### src/rtl/cms_pkg.sv
// Shared types and geometry helpers for the cached memory system.
// The FSM state type and the tag/line-count derivations live here.
package cms_pkg;

    typedef enum logic [2:0] {
        S_IDLE,
        S_LOOKUP,
        S_EVICT,
        S_FILL,
        S_MEMWR,
        S_RESP
    } state_e;

    function automatic int unsigned cms_tag_w(input int unsigned addr_w, input int unsigned index_w);
        return addr_w - index_w;
    endfunction

    function automatic int unsigned cms_lines(input int unsigned index_w);
        return 32'd1 << index_w;
    endfunction

endpackage

### src/rtl/cms_backing_ram.sv
// Multi-cycle backing RAM: an access holds mem_en for MEM_LAT cycles and completes
// on the cycle mem_done is high; writes commit only on that final cycle.
module cms_backing_ram #(
    parameter int unsigned ADDR_W  = 6,
    parameter int unsigned DATA_W  = 8,
    parameter int unsigned MEM_LAT = 2
) (
    input  logic              clk,
    input  logic              reset,
    input  logic              mem_en,
    input  logic              mem_we,
    input  logic [ADDR_W-1:0] mem_addr,
    input  logic [DATA_W-1:0] mem_wdata,
    output logic [DATA_W-1:0] mem_rdata,
    output logic              mem_done
);

    localparam int unsigned DEPTH = 32'd1 << ADDR_W;
    localparam int unsigned LAT_W = (MEM_LAT > 1) ? $clog2(MEM_LAT) : 1;
    localparam logic [LAT_W-1:0] LAST = LAT_W'(MEM_LAT - 1);

    logic [DATA_W-1:0] mem_q [DEPTH];
    logic [LAT_W-1:0]  cnt_q;
    logic [LAT_W-1:0]  cnt_d;

    assign mem_done  = mem_en && (cnt_q == '0);
    assign mem_rdata = mem_q[mem_addr];

    // Remaining-cycles counter; reloads on completion so chained accesses stay aligned
    always_comb begin
        cnt_d = LAST;
        if (mem_en && !mem_done) begin
            cnt_d = cnt_q - 1'b1;
        end
    end

    always_ff @(posedge clk or posedge reset) begin
        if (reset) begin
            cnt_q <= LAST;
        end else begin
            cnt_q <= cnt_d;
        end
    end

    always_ff @(posedge clk) begin
        if (mem_done && mem_we) begin
            mem_q[mem_addr] <= mem_wdata;
        end
    end

endmodule

### src/rtl/cached_memory_system.sv
// Direct-mapped cache in front of a multi-cycle RAM behind a valid/ready handshake,
// with selectable write-through or write-back policy and saturating hit/miss counters.
module cached_memory_system
    import cms_pkg::*;
#(
    parameter int unsigned ADDR_W     = 6,
    parameter int unsigned DATA_W     = 8,
    parameter int unsigned INDEX_W    = 3,
    parameter int unsigned MEM_LAT    = 2,
    parameter int unsigned WRITE_BACK = 0,
    parameter int unsigned CNT_W      = 16
) (
    input  logic              clk,
    input  logic              reset,
    input  logic              req_valid,
    output logic              req_ready,
    input  logic              rwb,
    input  logic [ADDR_W-1:0] address,
    input  logic [DATA_W-1:0] data,
    output logic              rsp_valid,
    output logic [DATA_W-1:0] rsp_data,
    output logic              hit,
    output logic [CNT_W-1:0]  hit_count,
    output logic [CNT_W-1:0]  miss_count
);

    localparam int unsigned TAG_W = cms_tag_w(ADDR_W, INDEX_W);
    localparam int unsigned LINES = cms_lines(INDEX_W);

    state_e            state_q;
    logic              rwb_q;
    logic [ADDR_W-1:0] addr_q;
    logic [DATA_W-1:0] wdata_q;
    logic              lookup_hit_q;
    logic              rsp_valid_q;
    logic [DATA_W-1:0] rsp_data_q;
    logic              hit_q;
    logic [CNT_W-1:0]  hit_cnt_q;
    logic [CNT_W-1:0]  miss_cnt_q;

    logic [LINES-1:0]  valid_q;
    logic [LINES-1:0]  dirty_q;
    logic [TAG_W-1:0]  tag_q  [LINES];
    logic [DATA_W-1:0] data_q [LINES];

    logic [INDEX_W-1:0] idx;
    logic [TAG_W-1:0]   tag;
    logic               line_hit;
    logic               victim_dirty;

    logic              mem_en;
    logic              mem_we;
    logic [ADDR_W-1:0] mem_addr;
    logic [DATA_W-1:0] mem_wdata;
    logic [DATA_W-1:0] mem_rdata;
    logic              mem_done;

    function automatic logic [CNT_W-1:0] sat_inc(input logic [CNT_W-1:0] v);
        return (&v) ? v : v + 1'b1;
    endfunction

    assign idx          = addr_q[INDEX_W-1:0];
    assign tag          = addr_q[ADDR_W-1:INDEX_W];
    assign line_hit     = valid_q[idx] && (tag_q[idx] == tag);
    assign victim_dirty = (WRITE_BACK != 0) && valid_q[idx] && dirty_q[idx];

    assign req_ready  = (state_q == S_IDLE) && !reset;
    assign rsp_valid  = rsp_valid_q;
    assign rsp_data   = rsp_data_q;
    assign hit        = hit_q;
    assign hit_count  = hit_cnt_q;
    assign miss_count = miss_cnt_q;

    // EVICT writes the victim line back at its own address; FILL and MEMWR use the request
    always_comb begin
        mem_en    = 1'b0;
        mem_we    = 1'b0;
        mem_addr  = addr_q;
        mem_wdata = wdata_q;
        unique case (state_q)
            S_EVICT: begin
                mem_en    = 1'b1;
                mem_we    = 1'b1;
                mem_addr  = {tag_q[idx], idx};
                mem_wdata = data_q[idx];
            end
            S_FILL: begin
                mem_en = 1'b1;
            end
            S_MEMWR: begin
                mem_en = 1'b1;
                mem_we = 1'b1;
            end
            default: ;
        endcase
    end

    cms_backing_ram #(
        .ADDR_W (ADDR_W),
        .DATA_W (DATA_W),
        .MEM_LAT(MEM_LAT)
    ) u_ram (
        .clk      (clk),
        .reset    (reset),
        .mem_en   (mem_en),
        .mem_we   (mem_we),
        .mem_addr (mem_addr),
        .mem_wdata(mem_wdata),
        .mem_rdata(mem_rdata),
        .mem_done (mem_done)
    );

    // Tag/data storage carries no reset; valid bits gate every use of it
    always_ff @(posedge clk) begin
        if (state_q == S_LOOKUP && rwb_q && line_hit) begin
            data_q[idx] <= wdata_q;
        end
        if (state_q == S_FILL && mem_done) begin
            tag_q[idx]  <= tag;
            data_q[idx] <= rwb_q ? wdata_q : mem_rdata;
        end
    end

    always_ff @(posedge clk or posedge reset) begin
        if (reset) begin
            state_q      <= S_IDLE;
            rwb_q        <= 1'b0;
            addr_q       <= '0;
            wdata_q      <= '0;
            lookup_hit_q <= 1'b0;
            rsp_valid_q  <= 1'b0;
            rsp_data_q   <= '0;
            hit_q        <= 1'b0;
            hit_cnt_q    <= '0;
            miss_cnt_q   <= '0;
            valid_q      <= '0;
            dirty_q      <= '0;
        end else begin
            rsp_valid_q <= 1'b0;
            rsp_data_q  <= '0;
            hit_q       <= 1'b0;
            unique case (state_q)
                S_IDLE: begin
                    if (req_valid) begin
                        rwb_q   <= rwb;
                        addr_q  <= address;
                        wdata_q <= data;
                        state_q <= S_LOOKUP;
                    end
                end
                S_LOOKUP: begin
                    lookup_hit_q <= line_hit;
                    if (line_hit) begin
                        hit_cnt_q <= sat_inc(hit_cnt_q);
                    end else begin
                        miss_cnt_q <= sat_inc(miss_cnt_q);
                    end
                    if (rwb_q && WRITE_BACK == 0) begin
                        state_q <= S_MEMWR;
                    end else if (line_hit) begin
                        if (rwb_q) begin
                            dirty_q[idx] <= 1'b1;
                        end else begin
                            rsp_data_q <= data_q[idx];
                        end
                        rsp_valid_q <= 1'b1;
                        hit_q       <= 1'b1;
                        state_q     <= S_RESP;
                    end else begin
                        state_q <= victim_dirty ? S_EVICT : S_FILL;
                    end
                end
                S_EVICT: begin
                    if (mem_done) begin
                        state_q <= S_FILL;
                    end
                end
                S_FILL: begin
                    if (mem_done) begin
                        valid_q[idx] <= 1'b1;
                        dirty_q[idx] <= rwb_q;
                        rsp_data_q   <= rwb_q ? '0 : mem_rdata;
                        rsp_valid_q  <= 1'b1;
                        state_q      <= S_RESP;
                    end
                end
                S_MEMWR: begin
                    if (mem_done) begin
                        rsp_valid_q <= 1'b1;
                        hit_q       <= lookup_hit_q;
                        state_q     <= S_RESP;
                    end
                end
                S_RESP: begin
                    state_q <= S_IDLE;
                end
                default: begin
                    state_q <= S_IDLE;
                end
            endcase
        end
    end

endmodule

### config.mk
export PLATFORM = sky130hd
export DESIGN_NAME = cached_memory_system
export DESIGN_NICKNAME = d
export VERILOG_FILES = /design/src/rtl/cms_pkg.sv /design/src/rtl/cms_backing_ram.sv /design/src/rtl/cached_memory_system.sv
export SDC_FILE = /design/constraint.sdc
export NUM_CORES = 1
export LEC_CHECK = 0
export ABC_AREA = 1
export CAP_MARGIN = 20
export CORE_ASPECT_RATIO = 1.25
export CORE_MARGIN = 2
export CORE_UTILIZATION = 50
export CTS_CLUSTER_DIAMETER = 100
export DETAILED_ROUTE_END_ITERATION = 6
export GPL_ROUTABILITY_DRIVEN = 0
export HOLD_SLACK_MARGIN = 0.1
export PLACE_DENSITY = 0.63
export SYNTH_ARGS = -nofsm -noshare
export SYNTH_HDL_FRONTEND = slang
export SYNTH_SLANG_ARGS = --single-unit
### constraint.sdc
create_clock -name clk -period 14.8 [get_ports clk]
set_clock_uncertainty 0.15 [all_clocks]
set_input_delay 2.22 -clock clk [delete_from_list [all_inputs] [get_ports clk]]
set_output_delay 2.22 -clock clk [all_outputs]
set_load 0.02 [all_outputs]
==> metrics.csv, run 1 <==
metric,value,unit
gr-total-overflow,0,
cp-end-kind,output port,
grt_pass1_vias,18800,
maxSlewViolCount,0,
rows,97,
final-instance-count-excl-fill,3440,
dr.first_iter.drc_count,2055,
report.power.total,6.17,mW
p_int,3.83,mW
path_delay_family,buffers and inverters,
rsz0062_at_grt,no,
synth_simple_gate_area_share,19.1,%
crit_fanout,2,
wire_per_inst,20.7,um
detailed_place_hpwl,41.9,mm
cts_inserted_buffers,67,
post_cts_resize_count,0,
grt.total_usage,24.6,%
clock_latency,610,ps
root_buffer,clkbuf_16,
ant_nets,0,
synth_compound_area_share,5.67,%
slew_headroom,30.0,%
setup_slack,9060,ps
ys_warn_count,0,
syn_area,28300,um2
holdBufCountCts,0,
clk_pin_slew,60,ps
muxShareOfSynthArea,0.358,%
slowest_stage,clkdlybuf4s50_1,
hold_viol,0,
place_inst,3322,
h-tree-depth,3,
path_class,input port to output port,
cts_sinks,670,
seq_power_share,40.9,%
fin_crit,5740,ps
layout-drive-gt1-share,6.38,%
slowest_delay,600,ps
dp_slack,9060,ps
p_clk_share,26.5,%
drtPass1Iterations,7,
place_area,29600,um2
die_w,217,um
crit_top_cell,clkdlybuf4s50_1,
switching_share,37.9,%
finish.utilization,56.5,%
num_vias,19100,
power.switching,2.34,mW
synth_top_family_by_area,simple AND/OR/NAND/NOR gates,
drc,0,
min_period_over_period,38.8,%
ys_seq_area_share,69.8,%
drt_wl_total,71.4,mm
final_common_cell,edfxtp_1,
ir_drop,127,uV
ios,61,
cp_cell_sequence,clkdlybuf4s50_1 -> nor2_1 -> clkdlybuf4s50_1,
setup_violations,0,
hp-class,flip-flop to flip-flop,
drv_cap,0,
cts_buffer_depth,3,
grt_pass1_wl,110,mm
final_nets,2669,
start_kind,input port,
fin_area,31600,um2
syn2layout_area_growth,11.7,%
worstPathArrival,3370,ps
synthCells,2621,
tightest_slew,1050,ps
grt_max_degree,178,
async_flop_share,10.4,%
synth_cell_types,42,
antenna_found_initial,0,
initial_core_util,50.6,%
avgSynthCellArea,10.8,um2
finalSetupTns,0,ps
p_comb_share,32.6,%
timing.fmax,0.174,GHz
synth_fa_ha_area_share,0.0884,%
cp_num_buf_inv,2,
synth_edf_count,600,
power_density,195,nW/um2
layout_common_cells,"edfxtp_1 (600), nand2_1 (593), nor2_1 (566)",
cp.required,12430,ps
fp.dieArea,58500,um2
synth_xor_xnor_area_share,0.897,%
status,"finished, final reports clean",
die_y,270,um
synth-seq-cells,670,
p_leak,11.9,nW
io_buffers,60,
coreArea,55900,um2
cts_tree,yes,
synthFlopType,edfxtp_1,
synth_nets,2641,
diodes,0,
postCtsSetupBuffers,0,
routed_via_density,5.56,
holdWs,316,ps
==> flip-flops by register name, indices dropped and copies added (netlist names), 8 cells and up <==
signal,flops
u_ram.mem_q,512
rsp_data,8
wdata_q,8
valid_q,8
tag_q,24
data_q,64
miss_count,16
hit_count,16
==> worst paths after layout <==
check                      startpoint                  to  slack, ps  cells past startpoint
setup / recovery                reset           req_ready       9060                      3
hold / removal             valid_q[0]          valid_q[0]        320                      2
setup reg to reg            addr_q[1]  u_ram.mem_q[19][1]       9780                     11
hold reg to reg            valid_q[0]          valid_q[0]        320                      2
max in group asynchronous       reset           addr_q[0]      11720                      3
min in group asynchronous       reset          state_q[1]       2100                      3
==> synthesized netlist by cell type (all sizes together) (2+ instances only) <==
| library cell | instances | area, um2 |
|---|---|---|
| a21oi | 22 | 114 |
| buf | 84 | 425 |
| clkbuf | 41 | 155 |
| dfrtp | 69 | 1730 |
| edfxtp | 600 | 18000 |
| ha | 2 | 25.0 |
| inv | 149 | 562 |
| mux2 | 9 | 101 |
| nand2 | 598 | 2260 |
| nand3 | 74 | 403 |
| nand3b | 10 | 75.1 |
| nand4 | 48 | 300 |
| nor2 | 574 | 2180 |
| nor3 | 14 | 70.1 |
| nor4 | 5 | 31.3 |
| o211ai | 4 | 30.0 |
| o21ai | 210 | 1050 |
| o22a | 2 | 17.5 |
| o22ai | 57 | 357 |
| or2 | 14 | 87.6 |
| xnor2 | 14 | 123 |
| xor2 | 15 | 131 |
==> power by group through the flow <==
stage | sequential, mW | clock, mW | combinational, mW
2_1_floorplan | 2.56 | 0 | 1.27
6_report | 2.52 | 1.63 | 2.01
3_3_place_gp | 2.56 | 0 | 1.97
5_1_grt | 2.53 | 1.73 | 2.21
3_5_place_dp | 2.56 | 0 | 2.00
4_1_cts | 2.52 | 1.66 | 2.01
==> worst min-delay path, cell delays in order (launching register included) <==
cell     delay, ps
dfrtp_1        320
inv_1           50
o21ai_0         60
==> kinds of logic after synthesis <==
logic type | Yosys count
buffers and inverters | 275
AOI/OAI and AO/OA | 299
DFF | 670
adders and majority gates | 2
xor gates and xnor gates | 29
and+or+nand+nor | 1337
muxes | 9
==> layer usage <==
| layer | global-route usage (%) | routed length [um] | vias up |
|---|---|---|---|
| met5 | 0 | 0 | - |
| met4 | 10.8 | 2790 | 0 |
| met3 | 3.90 | 5130 | 153 |
| met2 | 42.2 | 35800 | 723 |
| met1 | 30.8 | 27700 | 9289 |
| li1 | - | - | 8946 |
==> cell type report <==
class | instances | area, um2
clock inverter | 30 | 279
tap | 742 | 928
multi-input combinational | 1676 | 7480
timing repair buffer | 84 | 793
fill | 4691 | 24300
clock buffer | 88 | 1800
sequential | 670 | 19800
inverter | 150 | 571
No activity file was read; power rests on OpenSTA's default activity.
==> run 2, diff against run 1 <==
==> constraint.sdc (replaced) <==
create_clock -name clk -period 5.8 [get_ports clk]
set_clock_uncertainty 0.15 [all_clocks]
set_input_delay 0.87 -clock clk [delete_from_list [all_inputs] [get_ports clk]]
set_output_delay 0.87 -clock clk [all_outputs]
set_load 0.02 [all_outputs]
==> metrics.csv, run 2 (synthesized netlist as in run 1, its figures left out) <==
metric,value,unit,change
hp-class,flip-flop to flip-flop,,unchanged
num_vias,19400,,was 19100
path_class,flip-flop to flip-flop,,was input port to output port
diodes,0,,unchanged
hold_start,valid_q[3],,was valid_q[0]
coreArea,55900,um2,unchanged
rrSetupSlack,1380,ps,was 9780 ps
die_w,217,um,unchanged
ios,61,,unchanged
place_inst,3345,,was 3322
ant_nets,0,,unchanged
layout-drive-gt1-share,7.48,%,was 6.38%
crit_top_cell,nand2_1,,was clkdlybuf4s50_1
slowest_delay,740,ps,was 600 ps
drv_cap,0,,unchanged
cp_cell_sequence,inv_6 -> nand2_1 -> nand3_1 -> nand2_1 -> nor2_2 -> nand2_1 -> nand2_1 -> buf_4 -> nand3_2 -> nor2_1,,was clkdlybuf4s50_1 -> nor2_1 -> clkdlybuf4s50_1
gr-total-overflow,0,,unchanged
hold_end,valid_q[3],,was valid_q[0]
cp.required,5880,ps,was 12430 ps
p_leak,12.0,nW,was 11.9 nW
grt.total_usage,25.9,%,was 24.6%
finalSetupTns,0,ps,unchanged
cp-end-kind,flip-flop,,was output port
h-tree-depth,3,,unchanged
rows,97,,unchanged
syn2layout_area_growth,12.5,%,was 11.7%
dr.first_iter.drc_count,2265,,was 2055
cts_inserted_buffers,67,,unchanged
grt_max_degree,78,,was 178
rsz0062_at_grt,no,,unchanged
root_buffer,clkbuf_16,,unchanged
ir_drop,411,uV,was 127 uV
slowest_stage,dfrtp_4,,was clkdlybuf4s50_1
final_nets,2692,,was 2669
routed_via_density,5.60,,was 5.56
post_cts_resize_count,0,,unchanged
area.sequential,19800,um2,unchanged
layout_common_cells,"edfxtp_1 (600), nand2_1 (593), nor2_1 (566)",,unchanged
postCtsSetupBuffers,0,,unchanged
cts_sinks,670,,unchanged
r2r_start,addr_q[0],,was addr_q[1]
slew_headroom,29.5,%,was 30.0%
clock_latency,620,ps,was 610 ps
cts_buffer_depth,3,,unchanged
drt_wl_total,74.8,mm,was 71.4 mm
drtPass1Iterations,5,,was 7
multiInputGateArea,7480,um2,about the same
io_buffers,60,,unchanged
largest-register,u_ram.mem_q,,unchanged
worstPathArrival,4510,ps,was 3370 ps
die_y,270,um,unchanged
report.power.total,16.0,mW,was 6.17 mW
r2r_end,u_ram.mem_q[33][7],,was u_ram.mem_q[19][1]
worst_r2r_path_depth,10,,was 11
grt_pass1_wl,115,mm,was 110 mm
crit_fanout,60,,was 2
cts_tree,yes,,unchanged
grt_pass1_vias,19200,,was 18800
power_density,502,nW/um2,was 195 nW/um2
holdBufCountCts,0,,unchanged
wire_per_inst,21.6,um,was 20.7 um
clk_pin_slew,60,ps,about the same
start_kind,flip-flop,,was input port
reg_top3,"u_ram.mem_q: 512 flops, data_q: 64 flops, tag_q: 24 flops",,unchanged
detailed_place_hpwl,45.4,mm,was 41.9 mm
fp.dieArea,58500,um2,unchanged
fin_crit,4420,ps,
setup_violations,0,,unchanged
maxSlewViolCount,0,,unchanged
antenna_found_initial,2,,was 0
drc,0,,unchanged
status,"finished, final reports clean",,unchanged
timing.fmax,0.226,GHz,
min_period_over_period,76.3,%,
worstHoldPathCells,1,,was 2
initial_core_util,50.6,%,unchanged
final-instance-count-excl-fill,3468,,was 3440
hold_viol,0,,unchanged
num-fill-cells,4713,,was 4691
largest_reg_flops,512,,unchanged
final_common_cell,edfxtp_1,,unchanged
tightest_slew,1060,ps,was 1050 ps
==> run 2: area by class of cell <==
type                    count  share of cell area [%]
clock inverters            37                    1.03
well taps                 742                    2.91
multi-input cells        1676                    23.5
flip-flops and latches    670                    62.1
clock buffers              86                    5.65
repair buffers            107                    3.07
inverters                 150                    1.79
==> run 2: per-layer routing <==
layer | share of wire [%] | routed length (um) | track usage [%] | vias to the layer above
met2 | 48 | 35900 | 42.2 | 816
met5 | 0.013 | 10 | 0 | -
met3 | 7.2 | 5400 | 3.73 | 192
met4 | 4.7 | 3490 | 12.7 | 2
met1 | 40 | 30000 | 34.2 | 9428
li1 | - | - | - | 8978
==> run 2: per-stage QoR <==
stage / worst slack, ps / util, % / hold WS [ps] / cell area, um2
finish: 1380 / 56.9 / 337 / 31900
global route: 1090 / 56.9 / 349 / 31900
CTS: 1460 / 56.9 / 330 / 31900
detailed placement: 1470 / 53.1 / 307 / 29700
global placement: 1560 / 53.1 / 297 / 29700
floorplan: 901 / - / 278 / 28300
==> run 2: how the worst max path moves through the flow <==
| stage | from | to | slack [ps] |
|---|---|---|---|
| after floorplan | addr_q[0] | u_ram.mem_q[0][0] | 900 |
| after global placement | addr_q[0] | u_ram.mem_q[33][0] | 1560 |
| after detailed placement | addr_q[0] | u_ram.mem_q[33][4] | 1470 |
| after CTS | addr_q[0] | u_ram.mem_q[33][7] | 1460 |
| after global routing | addr_q[1] | miss_count[1] | 1090 |
| final | addr_q[0] | u_ram.mem_q[33][7] | 1380 |
==> run 2: where the power goes <==
group | internal (mW) | total, mW | leakage [nW] | switching [mW]
Clock | 2.39 | 4.23 | 1.03 | 1.84
Combinational | 1.23 | 5.26 | 4.65 | 4.02
Sequential | 6.21 | 6.49 | 6.32 | 0.276
Total | 9.84 | 16.0 | 12.0 | 6.14
==> run 2: critical path: cells and delay by family (launching register included) <==
| kind | cells | cell delay, ps |
|---|---|---|
| DFF | 1 | 740 |
| buffers and inverters | 2 | 820 |
| and+or+nand+nor | 8 | 2260 |
